===== config.mk =====
export PLATFORM = sky130hd
export DESIGN_NAME = bg_vram_arbiter_flat
export DESIGN_NICKNAME = d
export VERILOG_FILES = /design/src/rtl/bg_vram_arbiter_if.sv /design/src/rtl/bg_vram_arbiter.sv /design/src/flat_wrapper.sv
export SDC_FILE = /design/constraint.sdc
export NUM_CORES = 1
export LEC_CHECK = 0
export CORE_MARGIN = 2
export CORE_UTILIZATION = 65
export CTS_CLUSTER_SIZE = 20
export DETAILED_ROUTE_END_ITERATION = 10
export DONT_BUFFER_PORTS = 1
export GPL_TIMING_DRIVEN = 0
export PLACE_DENSITY = 0.86
export SLEW_MARGIN = 25
export SYNTH_ARGS = -nofsm -noshare
export SYNTH_HDL_FRONTEND = slang
export SYNTH_SLANG_ARGS = --single-unit

===== constraint.sdc =====
create_clock -name clk -period 4.7 [get_ports clk]
set_input_delay 1.41 -clock clk [delete_from_list [all_inputs] [get_ports clk]]
set_output_delay 1.41 -clock clk [all_outputs]
set_load 0.01 [all_outputs]

===== src/rtl/bg_vram_arbiter_if.sv =====
// Bus bundle between the BG VRAM arbiter and its surroundings.
//   Display fetch: blank, disp_req, disp_addr -> disp_rvalid, disp_rdata, disp_drop (drop_clr clears)
//   CPU/loader   : cpu_req, cpu_we, cpu_addr, cpu_wdata -> cpu_ack, cpu_rdata
//   RAM port     : ram_en, ram_we, ram_addr, ram_din -> ram_dout
// modport slave is the arbiter; modport master is the requesters plus the RAM read port.
interface bg_vram_arbiter_if #(
    parameter int unsigned ADDR_W = 11,
    parameter int unsigned DATA_W = 9
);
    logic              blank;
    logic              disp_req;
    logic [ADDR_W-1:0] disp_addr;
    logic              disp_rvalid;
    logic [DATA_W-1:0] disp_rdata;
    logic              disp_drop;
    logic              drop_clr;
    logic              cpu_req;
    logic              cpu_we;
    logic [ADDR_W-1:0] cpu_addr;
    logic [DATA_W-1:0] cpu_wdata;
    logic              cpu_ack;
    logic [DATA_W-1:0] cpu_rdata;
    logic              ram_en;
    logic              ram_we;
    logic [ADDR_W-1:0] ram_addr;
    logic [DATA_W-1:0] ram_din;
    logic [DATA_W-1:0] ram_dout;

    modport slave (
        input  blank, disp_req, disp_addr, drop_clr,
        input  cpu_req, cpu_we, cpu_addr, cpu_wdata,
        input  ram_dout,
        output disp_rvalid, disp_rdata, disp_drop,
        output cpu_ack, cpu_rdata,
        output ram_en, ram_we, ram_addr, ram_din
    );

    modport master (
        output blank, disp_req, disp_addr, drop_clr,
        output cpu_req, cpu_we, cpu_addr, cpu_wdata,
        output ram_dout,
        input  disp_rvalid, disp_rdata, disp_drop,
        input  cpu_ack, cpu_rdata,
        input  ram_en, ram_we, ram_addr, ram_din
    );
endinterface


===== src/rtl/bg_vram_arbiter.sv =====
// BG VRAM arbiter: shares the single BG VRAM port between the background
// fetcher (priority in active video) and the CPU/loader (priority in blanking).
// One access per cycle; reads are tagged and returned data is steered to the
// requester that issued them.
// Ports:
//   clk, rst_n : clock, asynchronous active-low reset
//   bus        : bg_vram_arbiter_if.slave (display, CPU and RAM port signals)
// Optional feature: define BG_ARB_STARVE_GUARD_EN to add a CPU starvation
// counter that forces a CPU grant after MAX_WAIT lost cycles.
module bg_vram_arbiter #(
    parameter int unsigned ADDR_W   = 11,
    parameter int unsigned DATA_W   = 9,
    parameter int unsigned RD_LAT   = 1,
    parameter int unsigned MAX_WAIT = 64
) (
    input  logic             clk,
    input  logic             rst_n,
    bg_vram_arbiter_if.slave bus
);

    typedef enum logic [1:0] {
        C_IDLE  = 2'd0,
        C_ISSUE = 2'd1,
        C_RD    = 2'd2
    } cpu_state_e;

    if (RD_LAT < 1 || RD_LAT > 4 || MAX_WAIT < 1) begin : g_param_chk
        $error("bg_vram_arbiter: RD_LAT must be 1..4 and MAX_WAIT at least 1");
    end

    cpu_state_e        r_state;
    cpu_state_e        w_state_nxt;
    logic              r_cpu_we;
    logic              r_ram_en;
    logic              r_ram_we;
    logic [ADDR_W-1:0] r_ram_addr;
    logic [DATA_W-1:0] r_ram_din;
    logic              r_disp_drop;
    logic [RD_LAT:0]   r_tag_vld;
    logic [RD_LAT:0]   r_tag_cpu;

    logic              w_cpu_elig;
    logic              w_force;
    logic              w_cpu_win;
    logic              w_disp_win;
    logic              w_disp_lost;
    logic              w_rd0;
    logic              w_disp_mature;
    logic              w_cpu_mature;
    logic              w_cpu_ack;
    logic [DATA_W-1:0] w_cpu_rdata;

    // Arbitration: CPU only eligible while its FSM is idle
    assign w_cpu_elig  = bus.cpu_req && (r_state == C_IDLE);
    assign w_cpu_win   = w_cpu_elig && (!bus.disp_req || bus.blank || w_force);
    assign w_disp_win  = bus.disp_req && !w_cpu_win;
    assign w_disp_lost = bus.disp_req && w_cpu_win;
    assign w_rd0       = w_disp_win || (w_cpu_win && !bus.cpu_we);

`ifdef BG_ARB_STARVE_GUARD_EN
    localparam int unsigned CNT_W = $clog2(MAX_WAIT + 1);
    logic [CNT_W-1:0] r_wait_cnt;

    assign w_force = (r_wait_cnt == CNT_W'(MAX_WAIT));

    // Counts cycles an idle-FSM CPU request loses; saturates at MAX_WAIT
    always_ff @(posedge clk or negedge rst_n) begin
        if (!rst_n) begin
            r_wait_cnt <= '0;
        end else if (w_cpu_win) begin
            r_wait_cnt <= '0;
        end else if (bus.cpu_req && (r_state == C_IDLE) && !w_force) begin
            r_wait_cnt <= r_wait_cnt + CNT_W'(1);
        end
    end
`else
    assign w_force = 1'b0;
`endif

    // Registered RAM port, tag pipeline and sticky drop flag
    always_ff @(posedge clk or negedge rst_n) begin
        if (!rst_n) begin
            r_ram_en    <= 1'b0;
            r_ram_we    <= 1'b0;
            r_ram_addr  <= '0;
            r_ram_din   <= '0;
            r_tag_vld   <= '0;
            r_tag_cpu   <= '0;
            r_disp_drop <= 1'b0;
        end else begin
            r_ram_en   <= w_cpu_win || w_disp_win;
            r_ram_we   <= w_cpu_win && bus.cpu_we;
            r_ram_addr <= w_cpu_win ? bus.cpu_addr : (w_disp_win ? bus.disp_addr : '0);
            r_ram_din  <= w_cpu_win ? bus.cpu_wdata : '0;
            r_tag_vld  <= {r_tag_vld[RD_LAT-1:0], w_rd0};
            r_tag_cpu  <= {r_tag_cpu[RD_LAT-1:0], w_cpu_win};
            // a new drop wins over a clear in the same cycle
            if (w_disp_lost) begin
                r_disp_drop <= 1'b1;
            end else if (bus.drop_clr) begin
                r_disp_drop <= 1'b0;
            end
        end
    end

    // Last tag stage lines up with ram_dout
    assign w_disp_mature = r_tag_vld[RD_LAT] && !r_tag_cpu[RD_LAT];
    assign w_cpu_mature  = r_tag_vld[RD_LAT] && r_tag_cpu[RD_LAT];

    // CPU FSM state register; the write flag is captured at grant
    always_ff @(posedge clk or negedge rst_n) begin
        if (!rst_n) begin
            r_state  <= C_IDLE;
            r_cpu_we <= 1'b0;
        end else begin
            r_state <= w_state_nxt;
            if (w_cpu_win) begin
                r_cpu_we <= bus.cpu_we;
            end
        end
    end

    // CPU FSM next state
    always_comb begin
        w_state_nxt = r_state;
        case (r_state)
            C_IDLE:  if (w_cpu_win) w_state_nxt = C_ISSUE;
            C_ISSUE: w_state_nxt = r_cpu_we ? C_IDLE : C_RD;
            C_RD:    if (w_cpu_mature) w_state_nxt = C_IDLE;
            default: w_state_nxt = C_IDLE;
        endcase
    end

    // CPU FSM outputs
    always_comb begin
        w_cpu_ack   = 1'b0;
        w_cpu_rdata = '0;
        case (r_state)
            C_ISSUE: w_cpu_ack = r_cpu_we;
            C_RD: begin
                if (w_cpu_mature) begin
                    w_cpu_ack   = 1'b1;
                    w_cpu_rdata = bus.ram_dout;
                end
            end
            default: ;
        endcase
    end

    assign bus.ram_en      = r_ram_en;
    assign bus.ram_we      = r_ram_we;
    assign bus.ram_addr    = r_ram_addr;
    assign bus.ram_din     = r_ram_din;
    assign bus.disp_rvalid = w_disp_mature;
    assign bus.disp_rdata  = w_disp_mature ? bus.ram_dout : '0;
    assign bus.disp_drop   = r_disp_drop;
    assign bus.cpu_ack     = w_cpu_ack;
    assign bus.cpu_rdata   = w_cpu_rdata;

endmodule


===== src/flat_wrapper.sv =====
// flat-port wrapper written by rule: the top's interface ports become plain ports
module bg_vram_arbiter_flat 
#(
    parameter int unsigned ADDR_W   = 11,
    parameter int unsigned DATA_W   = 9,
    parameter int unsigned RD_LAT   = 1,
    parameter int unsigned MAX_WAIT = 64
)
  (clk, rst_n, bus_blank, bus_disp_req, bus_disp_addr, bus_drop_clr, bus_cpu_req, bus_cpu_we, bus_cpu_addr, bus_cpu_wdata, bus_ram_dout, bus_disp_rvalid, bus_disp_rdata, bus_disp_drop, bus_cpu_ack, bus_cpu_rdata, bus_ram_en, bus_ram_we, bus_ram_addr, bus_ram_din);
  bg_vram_arbiter_if #(.ADDR_W(ADDR_W), .DATA_W(DATA_W)) bus_i ();
  input  logic clk;
  input  logic rst_n;
  input wire logic [$bits(bus_i.blank)-1:0] bus_blank;
  input wire logic [$bits(bus_i.disp_req)-1:0] bus_disp_req;
  input wire logic [$bits(bus_i.disp_addr)-1:0] bus_disp_addr;
  input wire logic [$bits(bus_i.drop_clr)-1:0] bus_drop_clr;
  input wire logic [$bits(bus_i.cpu_req)-1:0] bus_cpu_req;
  input wire logic [$bits(bus_i.cpu_we)-1:0] bus_cpu_we;
  input wire logic [$bits(bus_i.cpu_addr)-1:0] bus_cpu_addr;
  input wire logic [$bits(bus_i.cpu_wdata)-1:0] bus_cpu_wdata;
  input wire logic [$bits(bus_i.ram_dout)-1:0] bus_ram_dout;
  output wire logic [$bits(bus_i.disp_rvalid)-1:0] bus_disp_rvalid;
  output wire logic [$bits(bus_i.disp_rdata)-1:0] bus_disp_rdata;
  output wire logic [$bits(bus_i.disp_drop)-1:0] bus_disp_drop;
  output wire logic [$bits(bus_i.cpu_ack)-1:0] bus_cpu_ack;
  output wire logic [$bits(bus_i.cpu_rdata)-1:0] bus_cpu_rdata;
  output wire logic [$bits(bus_i.ram_en)-1:0] bus_ram_en;
  output wire logic [$bits(bus_i.ram_we)-1:0] bus_ram_we;
  output wire logic [$bits(bus_i.ram_addr)-1:0] bus_ram_addr;
  output wire logic [$bits(bus_i.ram_din)-1:0] bus_ram_din;
  assign bus_i.blank = bus_blank;
  assign bus_i.disp_req = bus_disp_req;
  assign bus_i.disp_addr = bus_disp_addr;
  assign bus_i.drop_clr = bus_drop_clr;
  assign bus_i.cpu_req = bus_cpu_req;
  assign bus_i.cpu_we = bus_cpu_we;
  assign bus_i.cpu_addr = bus_cpu_addr;
  assign bus_i.cpu_wdata = bus_cpu_wdata;
  assign bus_i.ram_dout = bus_ram_dout;
  assign bus_disp_rvalid = bus_i.disp_rvalid;
  assign bus_disp_rdata = bus_i.disp_rdata;
  assign bus_disp_drop = bus_i.disp_drop;
  assign bus_cpu_ack = bus_i.cpu_ack;
  assign bus_cpu_rdata = bus_i.cpu_rdata;
  assign bus_ram_en = bus_i.ram_en;
  assign bus_ram_we = bus_i.ram_we;
  assign bus_ram_addr = bus_i.ram_addr;
  assign bus_ram_din = bus_i.ram_din;
  bg_vram_arbiter #(.ADDR_W(ADDR_W), .DATA_W(DATA_W), .RD_LAT(RD_LAT), .MAX_WAIT(MAX_WAIT)) u_core (.clk(clk), .rst_n(rst_n), .bus(bus_i));
endmodule

==> results of run 1 <==
cell families (layout without fill, tap and decap cells):
logic type,after synthesis,after routing,synth area share (%)
DFF,30,30,58.6
buffers and inverters,12,20,5.57
muxes,1,1,0.781
and+or+nand+nor,56,56,23.0
AOI/OAI and AO/OA,20,20,9.08
adders and majority gates,3,3,2.93
final cells by class:
class / instances / area (sq um) / share of cell area [%]
sequential: 30 / 751 / 54.4
multi-input combinational: 80 / 459 / 33.3
clock buffer: 6 / 51.3 / 3.72
buffer: 6 / 46.3 / 3.36
tap: 27 / 33.8 / 2.45
inverter: 6 / 25.0 / 1.81
clock inverter: 2 / 12.5 / 0.907
flip-flops by register name, indices dropped and copies added, names as in the netlist:
signal / count
u_core.r_cpu_we: 1
u_core.bus.disp_drop: 1
u_core.r_tag_cpu: 2
u_core.bus.ram_din: 9
u_core.bus.ram_addr: 11
u_core.r_tag_vld: 2
u_core.bus.ram_en: 1
u_core.r_state: 2
u_core.bus.ram_we: 1
layout by cell type, fill, tap and decap left out:
cell and instances:
buf_2 1, buf_6 3, nor2b_1 2, a21o_4 1
nand2b_1 1, inv_4 1, clkbuf_4 5, and3_1 1
a21o_1 1, and2_1 27, nand2_2 1, nand2_1 23
o21ai_1 1, and2_4 1, clkbuf_8 1, inv_1 5
clkinvlp_4 1, dfrtp_1 30, ha_1 3, mux2i_1 1
clkinv_2 1, clkbuf_1 2, o22ai_1 1, a21boi_0 1
o21ai_0 12, a21oi_1 3
through the flow:
stage	setup WS (ns)	hold slack [ns]
floorplan	1.73	0.331
global placement	1.72	0.333
detailed placement	1.72	0.341
CTS	1.51	0.363
global route	1.39	0.376
finish	1.55	0.361
critical path, stage by stage (launching register included):
cell and delay, ns:
dfrtp_1 0.42, inv_1 0.09, ha_1 0.16, and3_1 0.15
clkbuf_1 0.26, a21oi_1 0.10, nor2b_1 0.24
metal layers:
metal,vias up,wire [um]
li1,394,-
met1,418,862
met2,54,1340
met3,6,242
met4,0,39
met5,-,0
synthesized netlist by cell type:
cell type	n
a21boi_0	1
a21o_1	1
a21o_4	1
a21oi_1	3
and2_1	27
and2_4	1
and3_1	1
buf_2	1
buf_6	3
clkbuf_1	2
dfrtp_1	30
ha_1	3
inv_1	5
inv_4	1
mux2i_1	1
nand2_1	23
nand2_2	1
nand2b_1	1
nor2b_1	2
o21ai_0	12
o21ai_1	1
o22ai_1	1
power by group through the flow:
stage	clock, mW	sequential [mW]	combinational (mW)
2_1_floorplan	0	0.353	0.138
3_3_place_gp	0	0.359	0.155
3_5_place_dp	0	0.361	0.171
5_1_grt	0.176	0.361	0.192
6_report	0.162	0.355	0.171
4_1_cts	0.166	0.356	0.173
final timing paths:
path | start | to | slack [ns] | depth (start not counted)
max reg2reg | u_core.r_state[1] | u_core.r_state[1] | 3.17 | 6
max | u_core.r_state[0] | bus_cpu_ack | 1.55 | 6
min reg2reg | u_core.r_tag_vld[0] | u_core.r_tag_vld[1] | 0.36 | 0
max in group asynchronous | rst_n | u_core.bus.ram_addr[2] | 3.85 | 0
min | u_core.r_tag_vld[0] | u_core.r_tag_vld[1] | 0.36 | 0
min in group asynchronous | rst_n | u_core.bus.ram_din[0] | 0.75 | 0
==> flow_summary.yaml, run 1 <==
critical_path:
  path_class: "reg2out"
  worst-path-max-fanout: 10
  cp-end-kind: "output port"
  crit_required_ns: 3.29
  startpoint_type: "register"
  crit_arrival_ns: 1.74
power_and_ir_drop:
  power.switching_mw: 0.233
  seq_power_share_pct: 51.6
  internal-power_mw: 0.456
  swShare_pct: 33.8
  combPwrFrac_pct: 24.8
  leakagePower_nw: 0.674
  power_frac_clock_pct: 23.6
  p_total_mw: 0.689
  power_density_nw_per_um2: 499
  ir_worst_vdd_mv: 0.360
clock_network:
  numCtsBuffers: 5
  cts_root_buffer: "clkbuf_4"
  cts_htree_levels: 2
  post_cts_resized: 0
  cts_tree: "built"
  postCtsSetupRepairBufs: 0
  clock_sinks: 30
  insertion_delay_ns: 0.33
  clockBufferDepth: 2
  hold_buffers: 0
  clkTransAtPathRegs_ns: 0.09
timing:
  hold_viol_final: 0
  worst_pin_slew_ns: 0.375
  max_slew_margin_pct: 74.8
  rsz0062_at_grt: "false"
  totalNegativeSetupSlack_ns: 0
  fin_crit_ns: 3.15
  timing.fmax_mhz: 318
  fin_worst_skew_ns: 0.00780
  min_period_over_period_pct: 67.0
  drv_slew: 0
  finalSetupViolCount: 0
route:
  vias: 872
  drtIter0Drc: 15
  dr.pass1.iters: 4
  final_antenna_net_count: 0
  routedWlPerCell_um: 15.8
  via_per_inst: 5.55
  drc: 0
  wl_um: 2490
layout:
  final_core_util_pct: 72.5
  finalNetCount: 179
  area_growth_syn_to_layout_pct: 7.62
  drive_above_1_share_pct: 12.3
  fillers: 135
  diodes: 0
  final_area_sq_um: 1380
  layout.cells.non_filler: 157
die:
  io_pins: 90
  core-area_sq_um: 1900
  dieArea_sq_um: 2340
  row_count: 16
  fp.dieW_um: 48.4
  initial_utilization_pct: 67.4
  die-height_um: 48.4
synth:
  netlist_instances: 122
  synthTopCellsByArea: "dfrtp_1 59%, and2_1 13%, nand2_1 6.7%"
  netlist_area_sq_um: 1280
  syn-mean-instance-area_sq_um: 10.5
  synth_fp_nets: 172
  synth_cell_types: 22
  yosysWarnings: 0
  synth_area_leader_cell: "dfrtp_1"
  synth_top_area_share_pct: 58.6
  ys_seq_area_share_pct: 58.6
  synth.ff_latch_count: 30
global_routing:
  grt-ovfl-total: 0
  track_usage_pct: 23.2
  grt_max_degree: 31
  grt_pass1_wl_um: 3940
  antenna_found_initial: 0
  grtUsageMet3_pct: 8.33
  grt_pass1_vias: 869
  met2_usage_pct: 41.0
  use_met1_pct: 24.2
  busiest_layer: "met2"
placement:
  dp_hpwl_um: 1900
  placed_area_sq_um: 1320
  finalWeightedCongestion: 0.801
  port_buffers: 0
  dp.cells: 149
min_path:
  hold_class: "reg2reg"
flow_run:
  cap_violations: 0
status:
  status: "finished, final reports clean"
(Power assumes the default switching activity.)
==> run 2, diff against run 1 <==
CORE_UTILIZATION = 54   (was 65)
PLACE_DENSITY = 0.77   (was 0.86)
clock period = 2.8 ns   (was 4.7 ns; I/O delays follow)
==> run 2 against run 1 <==
- first-iteration DRC count down 47%
- cell count stayed put
- worst hold slack lost 0.15 ns
- sequential cell count did not move
- global-route usage fell by 3.9 points
- critical path depth unchanged
- setup slack lost 1.3 ns
- core utilization fell by 12 points
- sequential share of layout area is 0.70 points higher
- final area shrank 1.3%
- count of clock-buffer cells in the layout is 1 higher
==> flow_summary.yaml, run 2 (synthesis results as in run 1) <==
die:
  die-height_um: 52.7
  dieArea_sq_um: 2780
  core-area_sq_um: 2230
  row_count: 17
  fp.dieW_um: 52.7
  io_pins: 90
  initial_utilization_pct: 57.4
route:
  drtIter0Drc: 8
  final_antenna_net_count: 0
  via_per_inst: 5.39
  wl_um: 2360
  vias: 847
  routedWlPerCell_um: 15.0
  dr.pass1.iters: 4
  drc: 0
timing:
  totalNegativeSetupSlack_ns: 0
  hold-worst-slack_ns: 0.210
  drv_slew: 0
  finalSetupViolCount: 0
  rsz0062_at_grt: "false"
  worst_pin_slew_ns: 0.393
  setup_slack_ns: 0.204
  fin_crit_ns: 2.60
  timing.fmax_mhz: 385
  hold_viol_final: 0
  min_period_over_period_pct: 92.7
  max_slew_margin_pct: 73.8
  fin_worst_skew_ns: 0.00399
global_routing:
  grt_pass1_wl_um: 3640
  grt_max_degree: 31
  grt_pass1_vias: 809
  grt-ovfl-total: 0
  track_usage_pct: 19.3
  antenna_found_initial: 0
layout:
  diodes: 0
  final_cell_mix: "30 x dfrtp_1, 27 x and2_1, 23 x nand2_1, 12 x o21ai_0"
  drive_above_1_share_pct: 10.1
  final_area_sq_um: 1360
  largest_reg_flops: 11
  final_core_util_pct: 61.0
  area_growth_syn_to_layout_pct: 6.25
  layout.cells.non_filler: 157
  finalNetCount: 179
  final_common_cell: "dfrtp_1"
flow_run:
  cap_violations: 0
critical_path:
  cp-end-kind: "output port"
  worst-path-max-fanout: 10
  path_class: "reg2out"
  crit_arrival_ns: 1.76
  crit_required_ns: 1.96
  startpoint_type: "register"
power_and_ir_drop:
  ir_worst_vdd_mv: 0.581
  leakagePower_nw: 0.665
  p_total_mw: 1.10
  power_density_nw_per_um2: 810
clock_network:
  cts_htree_levels: 2
  postCtsSetupRepairBufs: 0
  numCtsBuffers: 5
  clockBufferDepth: 2
  clkTransAtPathRegs_ns: 0.08
  clock_sinks: 30
  cts_tree: "built"
  post_cts_resized: 0
  hold_buffers: 0
  cts_root_buffer: "clkbuf_4"
  insertion_delay_ns: 0.31
status:
  status: "finished, final reports clean"
placement:
  port_buffers: 0
  finalWeightedCongestion: 0.837
  dp_hpwl_um: 1800
  placed_area_sq_um: 1320
  dp.cells: 150
  pre_cts_ws_ns: 0.523
min_path:
  hold_class: "in2async"
## run 2: routing by layer
layer | share of wire (%) | wire, um | up-vias | track usage [%]
met5 | 0 | 0 | - | 0
met4 | 1.0 | 24 | 0 | 7.69
met3 | 9.8 | 231 | 5 | 10.6
met2 | 50 | 1180 | 47 | 29.0
met1 | 39 | 919 | 396 | 22.9
li1 | - | - | 399 | -
## run 2: power breakdown
group	total [mW]	switching (mW)	internal, mW
Combinational	0.278	0.160	0.118
Clock	0.226	0.132	0.0945
Sequential	0.598	0.0734	0.525
## run 2: layout make-up
class / count / area, sq um
sequential: 30 / 751
clock buffer: 7 / 45.0
multi-input combinational: 80 / 459
fill: 197 / 872
tap: 28 / 35.0
buffer: 6 / 46.3
inverter: 6 / 25.0
## run 2: critical path: stages (launching register included)
cell and delay, ns:
dfrtp_1 0.41, inv_1 0.10, ha_1 0.16, and3_1 0.15, clkbuf_1 0.26, a21oi_1 0.10
nor2b_1 0.26
## run 2: path summary, 6_finish.rpt
path / slack (ns) / cells past startpoint / start / endpoint
worst max-delay path: 0.20 / 6 / u_core.r_state[0] / bus_cpu_ack
max in group asynchronous: 2.52 / 0 / rst_n / u_core.bus.ram_din[7]
worst max register to register: 1.27 / 6 / u_core.r_state[1] / u_core.r_state[1]
min in group clk: 0.36 / 0 / u_core.r_tag_cpu[0] / u_core.r_tag_cpu[1]
worst min-delay path: 0.21 / 0 / rst_n / u_core.bus.ram_din[8]
worst min register to register: 0.36 / 0 / u_core.r_tag_cpu[0] / u_core.r_tag_cpu[1]
==> run 3, diff against run 2 <==
CORE_UTILIZATION = 60   (was 54)
CTS_CLUSTER_SIZE = default   (was 20)
PLACE_DENSITY = 0.81   (was 0.77)
clock period = 2.91 ns   (was 2.8 ns; I/O delays follow)
==> run 3 against run 2 <==
- critical endpoint unchanged
- register-to-register slack better by 0.13 ns
- sequential cell count stayed put
- worst hold slack better by 0.034 ns
- via count is 1.7% lower
- critical path depth stayed put
==> flow_summary.yaml, run 3 (synthesis results as in run 1) <==
die:
  fp.dieW_um: 50.2
  dieArea_sq_um: 2520
  io_pins: 90
  die-height_um: 50.2
  row_count: 16
  initial_utilization_pct: 64.6
  core-area_sq_um: 1980
timing:
  max_slew_margin_pct: 75.5
  fin_worst_skew_ns: 0.00663
  drv_slew: 0
  totalNegativeSetupSlack_ns: 0
  finalSetupViolCount: 0
  min_period_over_period_pct: 86.6
  hold_viol_final: 0
  rsz0062_at_grt: "false"
  worst_pin_slew_ns: 0.367
  timing.fmax_mhz: 397
  fin_crit_ns: 2.52
status:
  status: "finished, final reports clean"
global_routing:
  grt_pass1_wl_um: 3710
  antenna_found_initial: 0
  track_usage_pct: 20.4
  grt_pass1_vias: 822
  grt-ovfl-total: 0
  grt_max_degree: 31
route:
  drtIter0Drc: 8
  via_per_inst: 5.31
  vias: 833
  final_antenna_net_count: 0
  routedWlPerCell_um: 14.9
  wl_um: 2340
  dr.pass1.iters: 4
  drc: 0
clock_network:
  post_cts_resized: 0
  cts_htree_levels: 2
  insertion_delay_ns: 0.31
  cts_tree: "built"
  hold_buffers: 0
  clock_sinks: 30
  cts_root_buffer: "clkbuf_4"
  postCtsSetupRepairBufs: 0
  numCtsBuffers: 5
  clockBufferDepth: 2
  clkTransAtPathRegs_ns: 0.09
layout:
  area_growth_syn_to_layout_pct: 7.32
  largest_reg_flops: 11
  regArea_sq_um: 751
  final_area_sq_um: 1380
  final_cell_mix: "30 x dfrtp_1, 27 x and2_1, 23 x nand2_1, 12 x o21ai_0"
  drive_above_1_share_pct: 11.5
  fillers: 150
  multi_input_area_sq_um: 459
  finalNetCount: 179
  final_common_cell: "dfrtp_1"
  diodes: 0
placement:
  dp_hpwl_um: 1870
  port_buffers: 0
  finalWeightedCongestion: 0.729
  placed_area_sq_um: 1320
flow_run:
  cap_violations: 0
critical_path:
  startpoint_type: "register"
  crit_required_ns: 2.04
  cp-end-kind: "output port"
  path_class: "reg2out"
  worst-path-max-fanout: 10
  crit_arrival_ns: 1.65
power_and_ir_drop:
  leakagePower_nw: 0.675
  ir_worst_vdd_mv: 0.458
  power_density_nw_per_um2: 790
min_path:
  hold_class: "in2async"
## run 3: cell types whose count changed in the layout (fill, tap and decap cells not counted), sizes merged
cell    previous run  this run
clkinv             0         1
## run 3: cell type report
cell class / instances / area share (%)
well taps: 27 / 2.46
clock inverters: 1 / 0.364
inverters: 6 / 1.82
multi-input cells: 80 / 33.4
plain buffers: 6 / 3.37
clock buffers: 7 / 4.00
flip-flops and latches: 30 / 54.6
## run 3: metal layers
metal | GRT usage (%) | routed length [um]
met4 | 9.72 | 26
met1 | 22.8 | 831
met2 | 34.0 | 1250
met5 | 0 | 0
met3 | 7.74 | 230
## run 3: worst paths after layout
path | startpoint | endpoint | slack, ns | depth (start not counted)
worst min register to register | u_core.r_tag_cpu[0] | u_core.r_tag_cpu[1] | 0.35 | 0
worst max-delay path | u_core.r_state[0] | bus_cpu_ack | 0.39 | 6
min in group clk | u_core.r_tag_cpu[0] | u_core.r_tag_cpu[1] | 0.35 | 0
max in group asynchronous | rst_n | u_core.r_tag_vld[1] | 2.59 | 0
worst min-delay path | rst_n | u_core.r_state[0] | 0.24 | 0
worst max register to register | u_core.r_state[1] | u_core.r_state[1] | 1.40 | 6
## run 3: metrics by stage
stage | total power [mW] | setup slack [ns] | util (%) | cells | hold WS [ns]
floorplan | 0.794 | 0.870 | - | 122 | 0.331
global placement | 0.837 | 0.764 | 66.4 | 149 | 0.334
detailed placement | 0.856 | 0.706 | 66.4 | 149 | 0.335
CTS | 1.10 | 0.362 | 69.4 | 157 | 0.229
global route | 1.16 | 0.226 | 69.4 | 157 | 0.206
finish | 1.09 | 0.390 | 69.4 | 157 | 0.244
## run 3: where the power goes
part	switching [mW]	internal, mW	total, mW
Combinational	0.151	0.114	0.264
Clock	0.129	0.117	0.246
Sequential	0.0710	0.505	0.576
## run 3: worst max-delay path, cell delays in order (launching register included)
cell	delay, ns
dfrtp_1	0.40
inv_1	0.08
ha_1	0.16
and3_1	0.15
clkbuf_1	0.25
a21oi_1	0.08
nor2b_1	0.22
